--- config.mk ---
export PLATFORM = sky130hd
export DESIGN_NAME = beat_generator
export DESIGN_NICKNAME = d
export VERILOG_FILES = /design/src/rtl/beat_generator.sv
export SDC_FILE = /design/constraint.sdc
export NUM_CORES = 1
export LEC_CHECK = 0
export CAP_MARGIN = 20
export CORE_ASPECT_RATIO = 0.6
export CORE_MARGIN = 10
export CORE_UTILIZATION = 54
export DETAILED_ROUTE_END_ITERATION = 7
export PLACE_DENSITY = 0.77
export SLEW_MARGIN = 15
export SYNTH_ARGS = -nofsm -noshare
export SYNTH_HDL_FRONTEND = slang
export SYNTH_SLANG_ARGS = --single-unit
--- constraint.sdc ---
create_clock -name clk -period 4.2 [get_ports clk]
set_clock_uncertainty 0.05 [all_clocks]
set_input_delay 1.05 -clock clk [delete_from_list [all_inputs] [get_ports clk]]
set_output_delay 1.05 -clock clk [all_outputs]
set_load 0.02 [all_outputs]
--- src/rtl/beat_generator.sv ---
// Metronome beat timing: turns an 8-bit BPM into a beat period with a bit-serial
// restoring divider, then runs a period counter that emits beat, click, downbeat and bar index.
module beat_generator #(
  parameter int unsigned CLK_HZ        = 50000000,
  parameter int unsigned CNT_W         = 32,
  parameter int unsigned BEATS_PER_BAR = 4,
  parameter int unsigned CLICK_CYCLES  = 2500000
) (
  input  logic             clk,
  input  logic             rst,
  input  logic [7:0]       bpm,
  input  logic             enable,
  output logic             beat,
  output logic             click,
  output logic             downbeat,
  output logic [3:0]       beat_idx,
  output logic [CNT_W-1:0] period,
  output logic             div_busy
);

  localparam logic [63:0]          NUM_64     = 64'(CLK_HZ) * 64'd60;
  localparam logic [CNT_W-1:0]     NUM        = NUM_64[CNT_W-1:0];
  localparam int unsigned          STEP_W     = (CNT_W > 1) ? $clog2(CNT_W) : 1;
  localparam logic [STEP_W-1:0]    LAST_STEP  = STEP_W'(CNT_W - 1);
  localparam int unsigned          CLICK_W    = (CLICK_CYCLES > 1) ? $clog2(CLICK_CYCLES) : 1;
  localparam logic [CLICK_W-1:0]   CLICK_LOAD = CLICK_W'(CLICK_CYCLES - 1);
  localparam logic [3:0]           LAST_IDX   = 4'(BEATS_PER_BAR - 1);

  typedef enum logic {
    DIV_IDLE = 1'b0,
    DIV_RUN  = 1'b1
  } div_state_e;

  div_state_e         div_state_q, div_state_d;
  logic [7:0]         bpm_q, bpm_d;
  logic [7:0]         rem_q, rem_d;
  logic [CNT_W-1:0]   dvd_q, dvd_d;
  logic [STEP_W-1:0]  step_q, step_d;
  logic [CNT_W-1:0]   period_q, period_d;
  logic [CNT_W-1:0]   cnt_q, cnt_d;
  logic [3:0]         idx_q, idx_d;
  logic [CLICK_W-1:0] click_q, click_d;

  logic [7:0]         d_eff;
  logic               div_start;
  logic [8:0]         trial;
  logic [8:0]         diff;
  logic               fits;
  logic [CNT_W-1:0]   dvd_shift;
  logic               run;
  logic               beat_w;

  always_comb begin
    d_eff       = (bpm == 8'd0) ? 8'd1 : bpm;
    // bpm_q resets to 0 and d_eff is never 0, so the first cycle after reset always starts a division.
    div_start   = (d_eff != bpm_q);
    trial       = {rem_q, dvd_q[CNT_W-1]};
    diff        = trial - {1'b0, bpm_q};
    fits        = (trial >= {1'b0, bpm_q});
    dvd_shift   = {dvd_q[CNT_W-2:0], fits};

    bpm_d       = d_eff;
    div_state_d = div_state_q;
    rem_d       = rem_q;
    dvd_d       = dvd_q;
    step_d      = step_q;
    period_d    = period_q;

    // A new divisor abandons any division in flight; period is only written on the last step.
    if (div_start) begin
      div_state_d = DIV_RUN;
      rem_d       = '0;
      dvd_d       = NUM;
      step_d      = '0;
    end else if (div_state_q == DIV_RUN) begin
      rem_d  = fits ? diff[7:0] : trial[7:0];
      dvd_d  = dvd_shift;
      step_d = step_q + 1'b1;
      if (step_q == LAST_STEP) begin
        div_state_d = DIV_IDLE;
        period_d    = dvd_shift;
      end
    end

    run    = enable && (period_q != '0);
    beat_w = !rst && run && (cnt_q >= (period_q - 1'b1));

    cnt_d = cnt_q;
    idx_d = idx_q;
    if (!run) begin
      cnt_d = '1;
      idx_d = 4'd0;
    end else if (beat_w) begin
      cnt_d = '0;
      idx_d = (idx_q == LAST_IDX) ? 4'd0 : idx_q + 4'd1;
    end else begin
      cnt_d = cnt_q + 1'b1;
    end

    // The beat cycle itself counts as the first click cycle, hence the load of CLICK_CYCLES-1.
    if (beat_w) begin
      click_d = CLICK_LOAD;
    end else if (click_q != '0) begin
      click_d = click_q - 1'b1;
    end else begin
      click_d = click_q;
    end
  end

  always_ff @(posedge clk) begin
    if (rst) begin
      div_state_q <= DIV_IDLE;
      bpm_q       <= '0;
      rem_q       <= '0;
      dvd_q       <= '0;
      step_q      <= '0;
      period_q    <= '0;
      cnt_q       <= '0;
      idx_q       <= '0;
      click_q     <= '0;
    end else begin
      div_state_q <= div_state_d;
      bpm_q       <= bpm_d;
      rem_q       <= rem_d;
      dvd_q       <= dvd_d;
      step_q      <= step_d;
      period_q    <= period_d;
      cnt_q       <= cnt_d;
      idx_q       <= idx_d;
      click_q     <= click_d;
    end
  end

  assign beat     = beat_w;
  assign downbeat = beat_w && (idx_q == 4'd0);
  assign click    = beat_w || (click_q != '0);
  assign beat_idx = idx_q;
  assign period   = period_q;
  assign div_busy = (div_state_q == DIV_RUN);

endmodule
==> summary.md, run 1 <==
| Metric | Value |
|---|---|
| Most common cell in the netlist | `sky130_fd_sc_hd__dfxtp_1` |
| Worst rel slew slack | `a little under two fifths` |
| Violated checks | `negative setup slack` |
| Seq/Total Area, Yosys | `38.4%` |
| Max frequency | `about 200 MHz` |
| Required time reported for the critical path endpoint | `between 3 and 4 ns` |
| Type of destination of the critical path | `output pin` |
| Antenna violations before repair | `0` |
| Most frequent cells after synthesis | `sky130_fd_sc_hd__dfxtp_1 (144), sky130_fd_sc_hd__nand2_1 (119), sky130_fd_sc_hd__a21oi_1 (78)` |
| Static leakage | `around 3.9 nW` |
| Remaining antenna violation count after routing | `0` |
| Finished Cell Area | `roughly 9400 sq um` |
| Top-area cell type share of the netlist area | `between 30 and 40%` |
| Net count of the mapped netlist | `930` |
| Setup repair after global routing missed its margin | `true` |
| Post-synth EDFFs | `0` |
| Vertical die dimension | `roughly 110 um` |
| Total length of routed wires | `around 19000 um` |
| Mapped cell area | `roughly 7500 sq um` |
| Min-delay worst type | `flop to flop` |
| Total number of yosys warnings | `0` |
| Total track usage | `between 10% and 20%` |
| Total number of placement rows | `33` |
| Critical path destination | `downbeat` |
| Final sum of negative setup slack | `-2.21 ns` |
| Number of synthesized register bits | `~140` |
| Share of final-layout standard cells stronger than drive strength 1 | `~16%` |
| DRC violations left | `0` |
| Max-cap check violation count | `0` |
| Worst Slack Setup Final | `-0.749 ns` |
| First-pass GRT wire length | `approximately 32000 um` |
| Critical Setup Path Class | `flop to output pin` |
| Placeable core region | `approximately 14000 sq um` |
| Place WS | `-0.829 ns` |
| Power Density | `between 400 and 500 nW/um^2` |
| Most used flip-flop cell after synthesis | `sky130_fd_sc_hd__dfxtp_1` |
| DR vias/cell | `5.56` |
| Starting DRT DRC Count | `between 400 and 500` |
| R2R cell count | `17` |
| Vias in the first global route | `between 6000 and 7000` |
| Number of clock buffers inserted by TritonCTS | `17` |
| Half-perimeter wire length after detailed placement | `approximately 13000 um` |
| Placed instance area | `8710 sq um` |
| Largest net degree at the start of global routing | `76` |
| Port Buffer Count | `50` |
| Asr flop ratio synth | `0%` |
| Library cell occupying the most area in the post-synthesis netlist | `sky130_fd_sc_hd__dfxtp_1` |
| Final routed wire length divided by cell count | `between 15 and 20 um` |
| Maximum buffer depth of the clock tree | `2` |
| 1st-pass router iterations | `4` |
| Global routing usage on met3 | `under 10%` |
| Sinks on Clock Net | `roughly 140` |
| Final count of negative-setup-slack endpoints | `3` |
| Overflow after GRT | `0` |
| Crit path time final | `just under 5 ns` |
| Total die area | `19200 sq um` |
| Ranking of synthesized cells by area | `sky130_fd_sc_hd__dfxtp_1 (38%), sky130_fd_sc_hd__ha_1 (7.8%), sky130_fd_sc_hd__nand2_1 (6.0%), sky130_fd_sc_hd__xnor2_1 (5.6%), sky130_fd_sc_hd__a21oi_1 (5.2%)` |
| Launching point of the worst reg2reg path | `period[5]$_SDFFE_PP0P_` |
| Endpoint of the lowest-slack register-to-register path | `cnt_q[7]$_SDFF_PP0_` |
| Run status | `finished with violations` |
| Max Transition Viols Final | `0` |
| Crit path arrival time | `roughly 3.9 ns` |
| Synth cell types | `57` |
| Global routing met1 resource utilization | `between 20 and 30%` |
| Highest fanout seen on the critical path | `4` |
| Cell at the root of the clock tree | `sky130_fd_sc_hd__clkbuf_16` |
| CTS tree | `done` |
| Power after layout | `about 4.1 mW` |
| Area growth from synthesis to layout | `25.0%` |
| Final weighted congestion in routability-driven placement | `around 0.85` |
| Clock slew at the register clock pins of the worst setup and hold paths | `~0.060 ns` |
| Final period util | `118%` |
| GRT Max-Usage Layer | `met1` |
| Startpoint Class | `flop` |
| H-tree Lvls | `4` |
| Clock insertion delay at the later pin of the skew report | `0.43 ns` |
| Maximum ir drop on the vdd rail | `313 uV` |
| I/O pin count | `51` |
| Post-Route Utilization | `~70%` |
| Initial core utilization | `55.0%` |
| Ant diodes | `0` |
| Transition at the pin with the smallest max-transition slack | `approximately 0.94 ns` |
| Setup slack on the worst flop-to-flop path | `about 0.20 ns` |
| Hold violation count in the final report | `0` |
| Count of vias placed by the detailed router | `between 6000 and 7000` |
| Number of instances in the synthesized netlist | `871` |
| Met2 capacity usage during global routing | `28.0%` |
| Horiz. Die Dim | `172 um` |
| Launch point of the worst path | `period[5]$_SDFFE_PP0P_` |
| Final std cells w/o fill | `roughly 1200` |
| Worst slack on hold paths | `0.416 ns` |
| Mean instance size in the synthesized netlist | `between 8 and 9 sq um` |
| Total placed cells including tap cells | `between 1000 and 1500` |
| Fin nets | `1043` |
## state kept, by name, indices dropped and copies added (netlist names), 4 cells and up
name,cells
cnt_q,32
dvd_q,32
period,32
click_q,22
bpm_q,8
rem_q,8
step_q,5
beat_idx,4
## critical path: stages (launching register included)
cell and delay, ns:
sky130_fd_sc_hd__dfxtp_4 0.35, sky130_fd_sc_hd__nor4_4 0.32, sky130_fd_sc_hd__nor4b_4 0.36, sky130_fd_sc_hd__nand3b_4 0.16, sky130_fd_sc_hd__or2_4 0.28, sky130_fd_sc_hd__nor4_4 0.14
sky130_fd_sc_hd__xnor2_1 0.16, sky130_fd_sc_hd__ha_1 0.28, sky130_fd_sc_hd__nand4_1 0.16, sky130_fd_sc_hd__nor2_1 0.07, sky130_fd_sc_hd__a221oi_1 0.26, sky130_fd_sc_hd__o211ai_1 0.18
sky130_fd_sc_hd__or2_4 0.30, sky130_fd_sc_hd__nand2_4 0.08, sky130_fd_sc_hd__inv_4 0.03, sky130_fd_sc_hd__and4_4 0.16, sky130_fd_sc_hd__buf_6 0.12
## power by group
group	internal, mW	switching, mW
combinational	0.410	0.522
clock	0.896	0.667
sequential	1.48	0.121
total	2.79	1.31
## worst min-delay path by stage
stage / depth (start not counted) / to / from / slack (ns)
global placement: 2 / period[4]$_SDFFE_PP0P_ / dvd_q[3]$_SDFFE_PP0P_ / 0.41
floorplan: 2 / period[5]$_SDFFE_PP0P_ / dvd_q[4]$_SDFFE_PP0P_ / 0.38
global route: 2 / period[16]$_SDFFE_PP0P_ / dvd_q[15]$_SDFFE_PP0P_ / 0.44
detailed placement: 2 / period[5]$_SDFFE_PP0P_ / dvd_q[4]$_SDFFE_PP0P_ / 0.41
CTS: 2 / period[5]$_SDFFE_PP0P_ / dvd_q[4]$_SDFFE_PP0P_ / 0.42
finish: 2 / period[5]$_SDFFE_PP0P_ / dvd_q[4]$_SDFFE_PP0P_ / 0.42
## cell type report
type                    instances  area [sq um]
flip-flops and latches        144          2890
inverters                      24          92.6
well taps                     175           219
fillers                      1090          4250
multi-input cells             668          4480
clock inverters                15           173
repair buffers                129          1090
clock buffers                  17           425
## logic make-up (layout without fill, tap and decap cells)
logic type      after synthesis  count (layout)  synth area share, %
compound gates              158             158                 11.8
xor+xnor                     90              90                 10.5
fa+ha+maj                    48              48                 8.11
buf+inv                      59             185                 3.10
flops                       144             144                 38.4
mux                          38              38                 5.07
simple gates                334             334                 23.0
## cells in the final DEF (no fill, tap or decap), types with 24 or more instances in the layout
master / synthesis / final
sky130_fd_sc_hd__xnor2_1: 48 / 48
sky130_fd_sc_hd__clkdlybuf4s50_1: 0 / 46
sky130_fd_sc_hd__nand3_1: 25 / 24
sky130_fd_sc_hd__nor2_1: 76 / 73
sky130_fd_sc_hd__o21ai_0: 46 / 44
sky130_fd_sc_hd__xor2_1: 42 / 42
sky130_fd_sc_hd__ha_1: 47 / 47
sky130_fd_sc_hd__buf_4: 0 / 79
sky130_fd_sc_hd__nand2_1: 119 / 118
sky130_fd_sc_hd__a21oi_1: 78 / 78
sky130_fd_sc_hd__mux2i_1: 38 / 38
sky130_fd_sc_hd__dfxtp_1: 144 / 140
## repair_timing
item                                    4_1_cts  5_1_grt
hold buffers                                  0        0
resized for setup                            19        9
pin swaps                                    11        7
setup buffers                                 2        1
endpoints found under the setup margin        3        8
## routing by layer
layer	share of wire [%]	vias to the layer above
li1	-	3252
met1	51	3088
met2	41	157
met3	6.9	18
met4	1.0	0
met5	0	-
Power figures use the tool's default switching activity.
==> inputs of run 2 (changes only) <==
PLACE_DENSITY = 0.75   (was 0.77)
==> summary.md, run 2 (synthesis results as in run 1) <==
| Metric | Value |
|---|---|
| Sinks on Clock Net | `around 140` |
| Commonest cells after routing, fill and taps aside | `sky130_fd_sc_hd__dfxtp_1 (140), sky130_fd_sc_hd__nand2_1 (117), sky130_fd_sc_hd__buf_4 (78), sky130_fd_sc_hd__a21oi_1 (77), sky130_fd_sc_hd__nor2_1 (74)` |
| DR vias/cell | `5.59` |
| Total placed cells including tap cells | `1140` |
| Maximum buffer depth of the clock tree | `2` |
| Post-Route Utilization | `69.8%` |
| Total length of routed wires | `19500 um` |
| Placed instance area | `8750 sq um` |
| Crit path arrival time | `just under 4 ns` |
| Share of final-layout standard cells stronger than drive strength 1 | `17.3%` |
| Count of hold-fix buffers inserted at cts | `0` |
| Global routing usage on met3 | `under 10%` |
| Worst Slack Setup Final | `-0.756 ns` |
| I/O pin count | `51` |
| Min-delay worst type | `flop to flop` |
| Largest net degree at the start of global routing | `76` |
| Final count of negative-setup-slack endpoints | `3` |
| Placeable core region | `approximately 14000 sq um` |
| Total track usage | `21.0%` |
| Type of destination of the critical path | `output pin` |
| Setup repair after global routing missed its margin | `true` |
| Remaining antenna violation count after routing | `0` |
| Number of clock buffers inserted by TritonCTS | `17` |
| Area growth from synthesis to layout | `26.8%` |
| Worst slack on hold paths | `about 0.42 ns` |
| Vias in the first global route | `6391` |
| DRC violations left | `0` |
| GRT Max-Usage Layer | `met2` |
| Highest fanout seen on the critical path | `4` |
| Finished Cell Area | `9510 sq um` |
| Most common cell after layout, fill and taps aside | `sky130_fd_sc_hd__dfxtp_1` |
| CTS tree | `done` |
| Startpoint Class | `flop` |
| Hold violation count in the final report | `0` |
| Final weighted congestion in routability-driven placement | `about 0.86` |
| Vertical die dimension | `about 110 um` |
| Power Density | `430 nW/um^2` |
| Horiz. Die Dim | `around 170 um` |
| Final std cells w/o fill | `~1200` |
| Starting DRT DRC Count | `535` |
| Max frequency | `slightly above 200 MHz` |
| Critical Setup Path Class | `flop to output pin` |
| Fin nets | `1048` |
| Total die area | `between 15000 and 20000 sq um` |
| Reg area | `2890 sq um` |
| Initial core utilization | `between 50% and 60%` |
| Clock insertion delay at the later pin of the skew report | `~0.42 ns` |
| Power after layout | `~4.1 mW` |
| Violated checks | `negative setup slack` |
| Antenna violations before repair | `0` |
| Worst rel slew slack | `between 20% and 30%` |
| Final period util | `118%` |
| Ant diodes | `0` |
| Run status | `finished with violations` |
| Transition at the pin with the smallest max-transition slack | `between 1 and 1.5 ns` |
| Cell at the root of the clock tree | `sky130_fd_sc_hd__clkbuf_16` |
| Required time reported for the critical path endpoint | `roughly 3.1 ns` |
| Crit path time final | `between 4 and 5 ns` |
| H-tree Lvls | `4` |
| 1st-pass router iterations | `5` |
| Clock slew at the register clock pins of the worst setup and hold paths | `about 0.070 ns` |
| Final routed wire length divided by cell count | `16.6 um` |
| Max-cap check violation count | `0` |
| Static leakage | `slightly below 4 nW` |
| Global routing met1 resource utilization | `between 30% and 40%` |
| Max Transition Viols Final | `0` |
| Count of vias placed by the detailed router | `6581` |
| First-pass GRT wire length | `roughly 33000 um` |
| Fill cell instance count of the final layout | `~1100` |
| Port Buffer Count | `50` |
| Total number of placement rows | `33` |
| Maximum ir drop on the vdd rail | `around 220 uV` |
| Met2 capacity usage during global routing | `between 30% and 40%` |
| Half-perimeter wire length after detailed placement | `approximately 13000 um` |
| Area occupied by multi-input gates | `~4500 sq um` |
| Overflow after GRT | `0` |
[run 2: worst paths after layout]
kind,startpoint,end,slack [ns],cells after the start
worst max-delay path,period[5]$_SDFFE_PP0P_,downbeat,-0.76,16
worst min-delay path,dvd_q[26]$_SDFFE_PP0P_,period[27]$_SDFFE_PP0P_,0.42,2
worst min register to register,dvd_q[26]$_SDFFE_PP0P_,period[27]$_SDFFE_PP0P_,0.42,2
worst max register to register,period[5]$_SDFFE_PP0P_,cnt_q[17]$_SDFF_PP0_,0.30,16
[run 2: layout make-up]
type / instances / share of cell area (%)
clock buffers: 17 / 4.47
well taps: 175 / 2.30
clock inverters: 15 / 1.79
repair buffers: 134 / 12.3
flip-flops and latches: 144 / 30.4
inverters: 24 / 0.974
multi-input cells: 668 / 47.8
[run 2: per-layer routing]
| metal | share of wire [%] | vias to the layer above | wire length, um |
|---|---|---|---|
| met5 | 0 | - | 0 |
| met4 | 0.94 | 0 | 184 |
| met3 | 6.1 | 16 | 1190 |
| met2 | 43 | 160 | 8320 |
| met1 | 50 | 3111 | 9830 |
| li1 | - | 3294 | - |
[run 2: power by group]
part | switching, mW | internal (mW) | leakage (nW) | total [mW]
registers | 0.123 | 1.48 | 1.18 | 1.61
clock network | 0.641 | 0.892 | 0.289 | 1.53
logic | 0.529 | 0.416 | 2.49 | 0.945
total | 1.29 | 2.79 | 3.96 | 4.09
[run 2: stage by stage]
stage          setup slack, ns  setup TNS, ns
2_1_floorplan           -0.149         -0.182
3_3_place_gp            -0.671          -1.87
3_5_place_dp            -0.783          -2.25
4_1_cts                 -0.731         -23.21
5_1_grt                  -1.01          -2.86
6_report                -0.756          -2.18
[run 2: what timing repair did]
item,4_1_cts,5_1_grt
setup endpoints to repair,3,51
gates resized for setup,68,9
cloned,2,0
hold endpoints to repair,0,0
buffers inserted,13,1
pin swaps,33,14
[run 2: worst max-delay path, stage by stage (launching register included)]
cell	delay [ns]
sky130_fd_sc_hd__dfxtp_4	0.35
sky130_fd_sc_hd__nor4_4	0.30
sky130_fd_sc_hd__nor4b_4	0.35
sky130_fd_sc_hd__nand3b_4	0.15
sky130_fd_sc_hd__nor3_4	0.20
sky130_fd_sc_hd__and4bb_2	0.28
sky130_fd_sc_hd__xnor2_2	0.06
sky130_fd_sc_hd__ha_1	0.32
sky130_fd_sc_hd__a21oi_1	0.13
sky130_fd_sc_hd__o21ai_1	0.12
sky130_fd_sc_hd__a221oi_2	0.25
sky130_fd_sc_hd__o211ai_1	0.20
sky130_fd_sc_hd__or2_4	0.31
sky130_fd_sc_hd__nand2_4	0.09
sky130_fd_sc_hd__inv_4	0.03
sky130_fd_sc_hd__and4_4	0.18
sky130_fd_sc_hd__buf_6	0.12
==> inputs of run 3 (changes only) <==
CELL_PAD_IN_SITES_DETAIL_PLACEMENT = 1   (was unset)
CELL_PAD_IN_SITES_GLOBAL_PLACEMENT = 2   (was unset)
CORE_UTILIZATION = 37   (was 54)
PLACE_DENSITY = 0.79   (was 0.75)
clock period = 4.7 ns   (was 4.2 ns; I/O delays follow)
==> summary.md, run 3 (synthesis results as in run 1) <==
| Metric | Value |
|---|---|
| Setup repair after global routing missed its margin | `true` |
| CTS tree | `done` |
| Run status | `finished with violations` |
| Final period util | `111%` |
| Count of hold-fix buffers inserted at cts | `0` |
| Overflow after GRT | `0` |
| Type of destination of the critical path | `output pin` |
| Crit path time final | `between 5 and 6 ns` |
| Share of final-layout standard cells stronger than drive strength 1 | `15.5%` |
| Port Buffer Count | `50` |
| Required time reported for the critical path endpoint | `3.47 ns` |
| R2R cell count | `15` |
| Total number of placement rows | `40` |
| Starting DRT DRC Count | `about 320` |
| Internal power component | `~2.5 mW` |
| First-pass GRT wire length | `37400 um` |
| Switching part of the total power | `about a third` |
| Clock insertion delay at the later pin of the skew report | `roughly 0.43 ns` |
| Final std cells w/o fill | `1265` |
| Post-Route Utilization | `a little under half` |
| Cell at the root of the clock tree | `sky130_fd_sc_hd__clkbuf_16` |
| Critical Setup Path Class | `flop to output pin` |
| Worst rel slew slack | `between 30% and 40%` |
| Ant diodes | `0` |
| Count of vias placed by the detailed router | `around 6600` |
| Setup slack on the worst flop-to-flop path | `around 0.46 ns` |
| H-tree Lvls | `4` |
| Fin nets | `about 1000` |
| DRC violations left | `0` |
| Final routed wire length divided by cell count | `~18 um` |
| Net switching power | `~1.2 mW` |
| Total length of routed wires | `roughly 23000 um` |
| Gate power share | `roughly a quarter` |
| Sequential group share of total power | `39.4%` |
| Highest fanout seen on the critical path | `4` |
| Hold violation count in the final report | `0` |
| Share of power burned in the clock network | `36.9%` |
| Vertical die dimension | `approximately 130 um` |
| Min-delay worst type | `flop to flop` |
| Max-cap check violation count | `0` |
| Min-Delay Path Depth | `2` |
| Horiz. Die Dim | `roughly 200 um` |
| Final count of negative-setup-slack endpoints | `3` |
| I/O pin count | `slightly above 50` |
| Largest net degree at the start of global routing | `between 70 and 80` |
| Crit path arrival time | `slightly below 4 ns` |
| Power Density | `~390 nW/um^2` |
| DR vias/cell | `5.23` |
| Sinks on Clock Net | `144` |
| Violated checks | `negative setup slack` |
| Total placed cells including tap cells | `between 1000 and 1500` |
| Most common cell after layout, fill and taps aside | `sky130_fd_sc_hd__dfxtp_1` |
| Total track usage | `~18%` |
| Maximum buffer depth of the clock tree | `2` |
| Worst slack on hold paths | `between 0.4 and 0.5 ns` |
| Initial core utilization | `a little under two fifths` |
| 1st-pass router iterations | `4` |
| Maximum ir drop on the vdd rail | `~250 uV` |
| Number of clock buffers inserted by TritonCTS | `17` |
| Commonest cells after routing, fill and taps aside | `sky130_fd_sc_hd__dfxtp_1 (141), sky130_fd_sc_hd__nand2_1 (116), sky130_fd_sc_hd__a21oi_1 (78), sky130_fd_sc_hd__buf_4 (74), sky130_fd_sc_hd__nor2_1 (73)` |
| Area growth from synthesis to layout | `26.3%` |
| Remaining antenna violation count after routing | `0` |
| Startpoint Class | `flop` |
| Placeable core region | `about 20000 sq um` |
| Half-perimeter wire length after detailed placement | `~17000 um` |
| Vias in the first global route | `6889` |
| Total die area | `~27000 sq um` |
| Max Transition Viols Final | `0` |
| Final weighted congestion in routability-driven placement | `0.833` |
| Static leakage | `between 3 and 4 nW` |
| Worst Slack Setup Final | `-0.497 ns` |
| Antenna violations before repair | `0` |
| Transition at the pin with the smallest max-transition slack | `1.03 ns` |
| Max frequency | `192 MHz` |
| Clock slew at the register clock pins of the worst setup and hold paths | `approximately 0.06 ns` |
==> run 3: cell count changes in the layout (fill, tap and decap cells not counted), moves of 4 or more <==
cell / before / now
sky130_fd_sc_hd__o21ai_1: 17 / 2
sky130_fd_sc_hd__o21ai_0: 26 / 45
sky130_fd_sc_hd__buf_4: 78 / 74
sky130_fd_sc_hd__inv_6: 5 / 0
==> run 3: final cells by class <==
cell class | count | area (sq um)
Timing Repair Buffer | 125 | 1070
Sequential cell | 144 | 2890
Fill cell | 2318 | 10500
Inverter | 24 | 92.6
Multi-Input combinational cell | 668 | 4510
Tap cell | 273 | 342
Clock buffer | 22 | 464
Clock inverter | 9 | 110
==> run 3: power groups by stage <==
stage                     logic, mW  clock network (mW)  registers (mW)
after floorplan               0.670                   0            1.43
after global placement        0.804                   0            1.45
after detailed placement      0.858                   0            1.46
after CTS                     0.868                1.39            1.44
after global routing          0.969                1.44            1.45
final                         0.870                1.35            1.44
==> run 3: timing repair <==
action | in CTS | in global routing
resized for setup | 34 | 8
gates cloned | 0 | 0
buffers inserted | 4 | 1
endpoints found under the setup margin | 3 | 3
pin swaps | 7 | 10
==> run 3: final timing paths <==
path                                             start                       to
worst min-delay path            dvd_q[11]$_SDFFE_PP0P_  period[12]$_SDFFE_PP0P_
worst max register to register  period[3]$_SDFFE_PP0P_     cnt_q[16]$_SDFF_PP0_
worst min register to register  dvd_q[11]$_SDFFE_PP0P_  period[12]$_SDFFE_PP0P_
worst max-delay path            period[3]$_SDFFE_PP0P_                 downbeat
==> run 3: critical path, cell delays in order (launching register included) <==
cell and delay, ns:
sky130_fd_sc_hd__dfxtp_2 0.34, sky130_fd_sc_hd__nor4_4 0.31, sky130_fd_sc_hd__nor4b_4 0.36, sky130_fd_sc_hd__nand3b_4 0.16, sky130_fd_sc_hd__or2_4 0.28, sky130_fd_sc_hd__nor4_4 0.18, sky130_fd_sc_hd__xnor2_1 0.13, sky130_fd_sc_hd__ha_1 0.33
sky130_fd_sc_hd__nand4_1 0.13, sky130_fd_sc_hd__buf_4 0.13, sky130_fd_sc_hd__nor2_2 0.04, sky130_fd_sc_hd__a221oi_2 0.25, sky130_fd_sc_hd__o211ai_1 0.21, sky130_fd_sc_hd__or2_4 0.29, sky130_fd_sc_hd__nand2_4 0.08, sky130_fd_sc_hd__inv_4 0.03
sky130_fd_sc_hd__and4_4 0.18, sky130_fd_sc_hd__buf_6 0.12
==> run 3: per-layer routing <==
layer / part of all wire [%] / GRT usage (%) / vias up
met5: 0 / 0 / -
met4: 0.98 / 5.41 / 0
met3: 4.1 / 3.96 / 16
met2: 44 / 27.4 / 94
met1: 51 / 24.1 / 3255
li1: - / - / 3245
==> run 3: metrics by stage <==
step | setup TNS (ns) | worst slack [ns] | instance area [sq um] | power (mW)
6_report | -1.37 | -0.497 | 9470 | 3.66
4_1_cts | -1.40 | -0.521 | 9430 | 3.69
5_1_grt | -1.96 | -0.691 | 9470 | 3.87
3_3_place_gp | -1.36 | -0.482 | 8740 | 2.26
3_5_place_dp | -2.13 | -0.739 | 8740 | 2.32
2_1_floorplan | 0 | 0.0301 | 7520 | 2.10
